$ cat config.mk
export PLATFORM = sky130hd
export DESIGN_NAME = mem_arbiter
export DESIGN_NICKNAME = d
export VERILOG_FILES = /design/src/rtl/mem_pkg.sv /design/src/rtl/mem_arb_timer.sv /design/src/rtl/mem_arbiter.sv
export SDC_FILE = /design/constraint.sdc
export NUM_CORES = 1
export LEC_CHECK = 0
export BUFFER_PORTS_ARGS = -buffer_cell sky130_fd_sc_hd__buf_2
export CAP_MARGIN = 20
export CORE_AREA = 2 2 200 202
export DETAILED_ROUTE_END_ITERATION = 8
export DIE_AREA = 0 0 202 204
export PLACE_DENSITY_LB_ADDON = 0.25
export SLEW_MARGIN = 20
export SYNTH_ARGS = -nofsm -noshare
export SYNTH_HDL_FRONTEND = slang
export SYNTH_SLANG_ARGS = --single-unit
$ cat constraint.sdc
create_clock -name clk -period 4.9 [get_ports clk]
set_clock_uncertainty 0.1 [all_clocks]
set_input_delay 0.245 -clock clk [delete_from_list [all_inputs] [get_ports clk]]
set_output_delay 0.245 -clock clk [all_outputs]
set_load 0.03 [all_outputs]
$ cat src/rtl/mem_pkg.sv
// Shared definitions for the memory arbiter and the hazard unit:
// arbiter FSM states and the mem_state status encodings.
package mem_pkg;

   typedef enum logic [2:0] {
      ST_IDLE,
      ST_GRANT_IF,
      ST_GRANT_D,
      ST_WAIT_IF,
      ST_WAIT_D
   } arb_state_t;

   localparam logic [1:0] MEM_ST_IDLE  = 2'b00;
   localparam logic [1:0] MEM_ST_PEND  = 2'b01;
   localparam logic [1:0] MEM_ST_GRANT = 2'b10;
   localparam logic [1:0] MEM_ST_WAIT  = 2'b11;

   // Data wins unless fetch is also waiting and data owned the bus last.
   function automatic logic pick_data(input logic if_req, input logic d_req,
                                      input logic last_d);
      return d_req && !(if_req && last_d);
   endfunction

endpackage

$ cat src/rtl/mem_arb_timer.sv
// Transaction watchdog: down-counter loaded with LIMIT on clr, decremented
// while en, expire asserted at terminal count zero.
module mem_arb_timer #(
   parameter int LIMIT = 255
) (
   input  logic clk,
   input  logic rst,
   input  logic clr,
   input  logic en,
   output logic expire
);

   localparam int CNT_W = (LIMIT < 2) ? 1 : $clog2(LIMIT + 1);

   logic [CNT_W-1:0] cnt;

   always_ff @(posedge clk or posedge rst) begin
      if (rst) begin
         cnt <= '0;
      end else if (clr) begin
         cnt <= CNT_W'(LIMIT);
      end else if (en && cnt != '0) begin
         cnt <= cnt - CNT_W'(1);
      end
   end

   assign expire = (cnt == '0);

endmodule

$ cat src/rtl/mem_arbiter.sv
// Single-outstanding arbiter sharing one memory bus between fetch and data.
// Optional watchdog enabled by defining MEM_ARB_TIMEOUT_EN.
//
// state       | meaning
// ST_IDLE     | no transaction; capture winner of pending requests
// ST_GRANT_IF | fetch request on bus, waiting for bus_gnt
// ST_GRANT_D  | data request on bus, waiting for bus_gnt
// ST_WAIT_IF  | fetch accepted, waiting for bus_rvalid
// ST_WAIT_D   | data accepted, waiting for bus_rvalid
module mem_arbiter
   import mem_pkg::*;
#(
   parameter int ADDR_W  = 64,
   parameter int DATA_W  = 64,
   parameter int TIMEOUT = 255
) (
   input  logic                clk,
   input  logic                rst,
   input  logic                if_req,
   input  logic [ADDR_W-1:0]   if_addr,
   output logic                if_ready,
   output logic                if_rvalid,
   output logic [31:0]         if_rdata,
   output logic                if_err,
   input  logic                d_req,
   input  logic                d_we,
   input  logic [ADDR_W-1:0]   d_addr,
   input  logic [DATA_W-1:0]   d_wdata,
   input  logic [DATA_W/8-1:0] d_wstrb,
   output logic                d_ready,
   output logic                d_rvalid,
   output logic [DATA_W-1:0]   d_rdata,
   output logic                d_err,
   output logic                bus_req,
   output logic                bus_we,
   output logic [ADDR_W-1:0]   bus_addr,
   output logic [DATA_W-1:0]   bus_wdata,
   output logic [DATA_W/8-1:0] bus_wstrb,
   input  logic                bus_gnt,
   input  logic                bus_rvalid,
   input  logic [DATA_W-1:0]   bus_rdata,
   output logic [1:0]          mem_state
);

   arb_state_t state;
   logic       last_d;
   logic       grant_d;
   logic       is_idle;
   logic       in_txn;
   logic       owner_d;
   logic       resp_if;
   logic       resp_d;
   logic       resp_any;
   logic       tmo;

   assign is_idle  = (state == ST_IDLE);
   assign in_txn   = !is_idle;
   assign owner_d  = (state == ST_GRANT_D) || (state == ST_WAIT_D);
   assign grant_d  = pick_data(if_req, d_req, last_d);
   assign resp_if  = (state == ST_WAIT_IF) && bus_rvalid;
   assign resp_d   = (state == ST_WAIT_D) && bus_rvalid;
   assign resp_any = resp_if || resp_d;

`ifdef MEM_ARB_TIMEOUT_EN
   logic tmr_expire;

   mem_arb_timer #(.LIMIT(TIMEOUT)) u_timer (
      .clk    (clk),
      .rst    (rst),
      .clr    (is_idle),
      .en     (in_txn),
      .expire (tmr_expire)
   );

   // A real response in the expiry cycle wins over the timeout.
   assign tmo = tmr_expire && in_txn && !resp_any;
`else
   logic unused_timeout;
   assign unused_timeout = (TIMEOUT != 0);
   assign tmo = 1'b0;
`endif

   assign if_ready  = !rst && is_idle && if_req && !grant_d;
   assign d_ready   = !rst && is_idle && grant_d;
   assign if_rvalid = resp_if || (tmo && !owner_d);
   assign d_rvalid  = resp_d || (tmo && owner_d);
   assign if_err    = tmo && !owner_d;
   assign d_err     = tmo && owner_d;
   assign if_rdata  = resp_if ? bus_rdata[31:0] : 32'd0;
   assign d_rdata   = resp_d ? bus_rdata : '0;

   always_ff @(posedge clk or posedge rst) begin
      if (rst) begin
         state     <= ST_IDLE;
         last_d    <= 1'b0;
         bus_req   <= 1'b0;
         bus_we    <= 1'b0;
         bus_addr  <= '0;
         bus_wdata <= '0;
         bus_wstrb <= '0;
      end else begin
         case (state)
            ST_IDLE: begin
               if (grant_d) begin
                  bus_req   <= 1'b1;
                  bus_we    <= d_we;
                  bus_addr  <= d_addr;
                  bus_wdata <= d_wdata;
                  bus_wstrb <= d_wstrb;
                  state     <= ST_GRANT_D;
               end else if (if_req) begin
                  bus_req   <= 1'b1;
                  bus_we    <= 1'b0;
                  bus_addr  <= if_addr;
                  bus_wdata <= '0;
                  bus_wstrb <= '0;
                  state     <= ST_GRANT_IF;
               end
            end
            ST_GRANT_IF, ST_GRANT_D: begin
               if (tmo) begin
                  bus_req <= 1'b0;
                  last_d  <= owner_d;
                  state   <= ST_IDLE;
               end else if (bus_gnt) begin
                  bus_req <= 1'b0;
                  state   <= owner_d ? ST_WAIT_D : ST_WAIT_IF;
               end
            end
            ST_WAIT_IF, ST_WAIT_D: begin
               if (resp_any || tmo) begin
                  last_d <= owner_d;
                  state  <= ST_IDLE;
               end
            end
            default: begin
               bus_req <= 1'b0;
               state   <= ST_IDLE;
            end
         endcase
      end
   end

   always_comb begin
      mem_state = MEM_ST_IDLE;
      if (!rst && !d_rvalid) begin
         case (state)
            ST_GRANT_D: mem_state = MEM_ST_GRANT;
            ST_WAIT_D:  mem_state = MEM_ST_WAIT;
            default:    mem_state = d_req ? MEM_ST_PEND : MEM_ST_IDLE;
         endcase
      end
   end

endmodule

==> summary.md <==
| Metric | Value |
|---|---|
| Critical path peak fanout | between 60 and 70 |
| Number of synthesized flops with an enable pin | 0 |
| Final Max Slew Viols | 0 |
| FP Rows | 73 |
| Leakage power | 0.00572 µW |
| Routed wire length | about 30 mm |
| Most frequent cell after synthesis | dfrtp_1 |
| Final core occ | roughly 30% |
| Cell Pwr Density | 598 nW/µm² |
| Critical Path Start | state[0]$_DFFE_PP0P_ |
| Endpoints failing hold | 0 |
| RSZ-0062 raised after global routing | false |
| Drt pass-1 iters | 4 |
| # IOs | slightly above 500 |
| Critical path launch point type | flip-flop |
| CP max stage delay | 0.80 ns |
| Synthesized instance count | 540 |
| Vias | roughly 7,000 |
| Initial antenna violation count | 5 |
| All-Layer GR Usage | 14.1% |
| Least-Margin Pin Slew | 0.990 ns |
| Remaining antenna violation count after routing | 0 |
| Area leader, netlist | dfrtp_1 |
| Wire per inst | roughly 18 µm |
| Largest net degree at the start of global routing | 74 |
| Sequential-to-total area share from yosys stat | 55.1% |
| Period utilization | 65.5% |
| Synth async-reset ratio | 100% |
| Synth warnings | 0 |
| Core area | 39,200 µm² |
| Port Buf Inserts | 510 |
| Synthesis-stage register bit count | 142 |
| Syn-to-layout area delta | 78.2% |
| Initial Utilization | 16.5% |
| Max VDD drop | 0.000263 V |
| Worst slew margin | around a third |
| Commonest cells post-synth | 142 x dfrtp_1, 96 x and2_1, 73 x a22o_1 |
| Max Cap Viol | 0 |
| Number of buffers created by CTS | 17 |
| Critical Path Slowest Stage Cell | nand3_4 |
| H-tree Lvls | 4 |
| Yosys cell types | 37 |
| Worst endpoint data arrival time | 2.87 ns |
| Die Ht | around 200 µm |
| Final setup vio count | 0 |
| Hold crit path type | input port to flip-flop |
| Clock Sink Count | 142 |
| Starting DRT DRC Count | 390 |
| Worst Setup End Kind | primary output |
| R2r worst-path depth | 4 |
| Synth top area share | 55.1% |
| Global route overflow | 0 |
| Status | finished, final reports clean |
| Vias/cell | 4.12 |
| Min Tclk post-route | roughly 3.2 ns |
| CTS tree | done |
| CTS root buf | clkbuf_16 |
| Reg2reg start | state[0]$_DFFE_PP0P_ |
| Synth area leaders | dfrtp_1 55%, o221a_2 11%, a22o_1 9.9% |
| Dpl hpwl | roughly 22 mm |
| Final #Nets | 1,427 |
| DIE WIDTH | 202 µm |
| Mean Syn Cell Area | roughly 12 µm² |
| WP data required | 4.55 ns |
| Clock transition at path regs | approximately 0.07 ns |
| Routability cong. | 0.797 |
| Ys flop type | dfrtp_1 |
| Syn Std Cell Area | 6450 µm² |
| Hold Path Origin | if_addr[7] |
| Vias in the first global route | 7,244 |
| Hold path cells | 2 |
| Post-route DRC | 0 |
| Crit Path Category | flip-flop to primary output |
| Crit-path cells | nor3_1, nand3_4, nor2_1, buf_2 |
| Final Power | 6870 µW |
| Fmax | ~0.31 GHz |
| Worst-skew pair later-pin latency | about 0.42 ns |
| First-pass GRT wire length | roughly 44 mm |
| Post-CTS Setup Inserts | 0 |
| Layout cells sized above 1 | 53.0% |
| Sum Neg Setup Slack | 0 ns |
| CTS max path bufs | 2 |
| Die Area | 41,200 µm² |
-- cells by family (layout without fill, tap and decap cells) --
| family | after synthesis | after routing | share of synthesized area [%] |
|---|---|---|---|
| compound gates | 151 | 151 | 22.7 |
| buf+inv | 62 | 690 | 4.44 |
| flops | 142 | 142 | 55.1 |
| mux | 1 | 1 | 0.155 |
| other cells | 1 | 6 | 0.0582 |
| simple gates | 183 | 183 | 17.6 |
-- worst max-delay path, delay by kind of cell (launching register included) --
family / cells / cell delay, ns
buffers and inverters: 1 / 0.24
DFF: 1 / 0.51
and+or+nand+nor: 3 / 1.67
-- final timing paths --
path / endpoint / slack, ns
max in group asynchronous: bus_wdata[59]$_DFFE_PP0P_ / 3.27
hold / removal: bus_addr[7]$_DFFE_PP0P_ / 0.03
setup reg to reg: bus_addr[37]$_DFFE_PP0P_ / 2.04
min in group asynchronous: bus_addr[55]$_DFFE_PP0P_ / 0.38
hold reg to reg: bus_wdata[25]$_DFFE_PP0P_ / 0.40
setup / recovery: if_ready / 1.69
-- timing repair --
item / in CTS / in global routing
hold endpoints to repair: 189 / 0
gates resized for setup: 0 / 0
hold buffers: 138 / 0
-- cell type report --
cell class | instances | area [µm²]
clock inverter | 13 | 179
tap | 525 | 657
fill | 4142 | 27700
antenna | 4 | 10.0
clock buffer | 19 | 443
multi-input combinational | 337 | 2640
inverter | 3 | 16.3
sequential | 142 | 3550
timing repair buffer | 655 | 3990
-- where the power goes --
group | switching [µW] | total (µW) | internal (µW) | leakage, µW
combinational | 2220 | 3490 | 1260 | 0.00372
clock | 562 | 1390 | 829 | 0.000295
sequential | 310 | 2000 | 1690 | 0.00170
total | 3090 | 6870 | 3780 | 0.00572
-- cells in the final DEF (no fill, tap or decap), types with 2 or more instances in the layout --
master         netlist  layout
nand2b_1             2       2
inv_1                3       2
a21boi_0             2       2
and3_1               2       2
nor2_4               1       2
conb_1               1       2
nand2_1              3       3
nor2_1               5       4
dfrtp_1            142     142
o21ai_0              2       2
bufinv_16            0       3
a22o_1              73      73
inv_6                0       4
o221a_2             64      64
diode_2              0       4
clkinvlp_4           0       3
or3_1               64      64
buf_4                4       7
nor2b_1              2       2
and2_1              96      96
clkinv_4             0       2
buf_2               15     510
dlygate4sd3_1        0     138
inv_8                0       2
nor3_1               3       3
clkbuf_16            0      17
-- flip-flops by register name, indices dropped and copies added, names as in the netlist --
signal,count
bus_wstrb,8
bus_addr,64
bus_wdata,64
state,3
bus_req,1
bus_we,1
last_d,1
-- layer usage --
| layer | routed length, µm | vias to the layer above | global-route usage, % |
|---|---|---|---|
| met4 | 915 | 2 | 6.07 |
| met1 | 11600 | 3329 | 15.6 |
| met2 | 15700 | 371 | 26.0 |
| met5 | 7 | - | 0 |
| li1 | - | 3263 | - |
| met3 | 1990 | 37 | 3.05 |
-- stage by stage --
stage                     cells  worst slack (ns)  hold WS, ns  instance area (µm²)
final                      1698              1.69       0.0347                11500
after global routing       1698              1.49      0.00817                11500
after CTS                  1694              1.65       0.0140                11500
after detailed placement   1524              2.06        0.301                 9470
after global placement     1524              2.07        0.310                 9470
after floorplan             541             0.745        0.278                 6450
No activity file was read; power rests on OpenSTA's default activity.
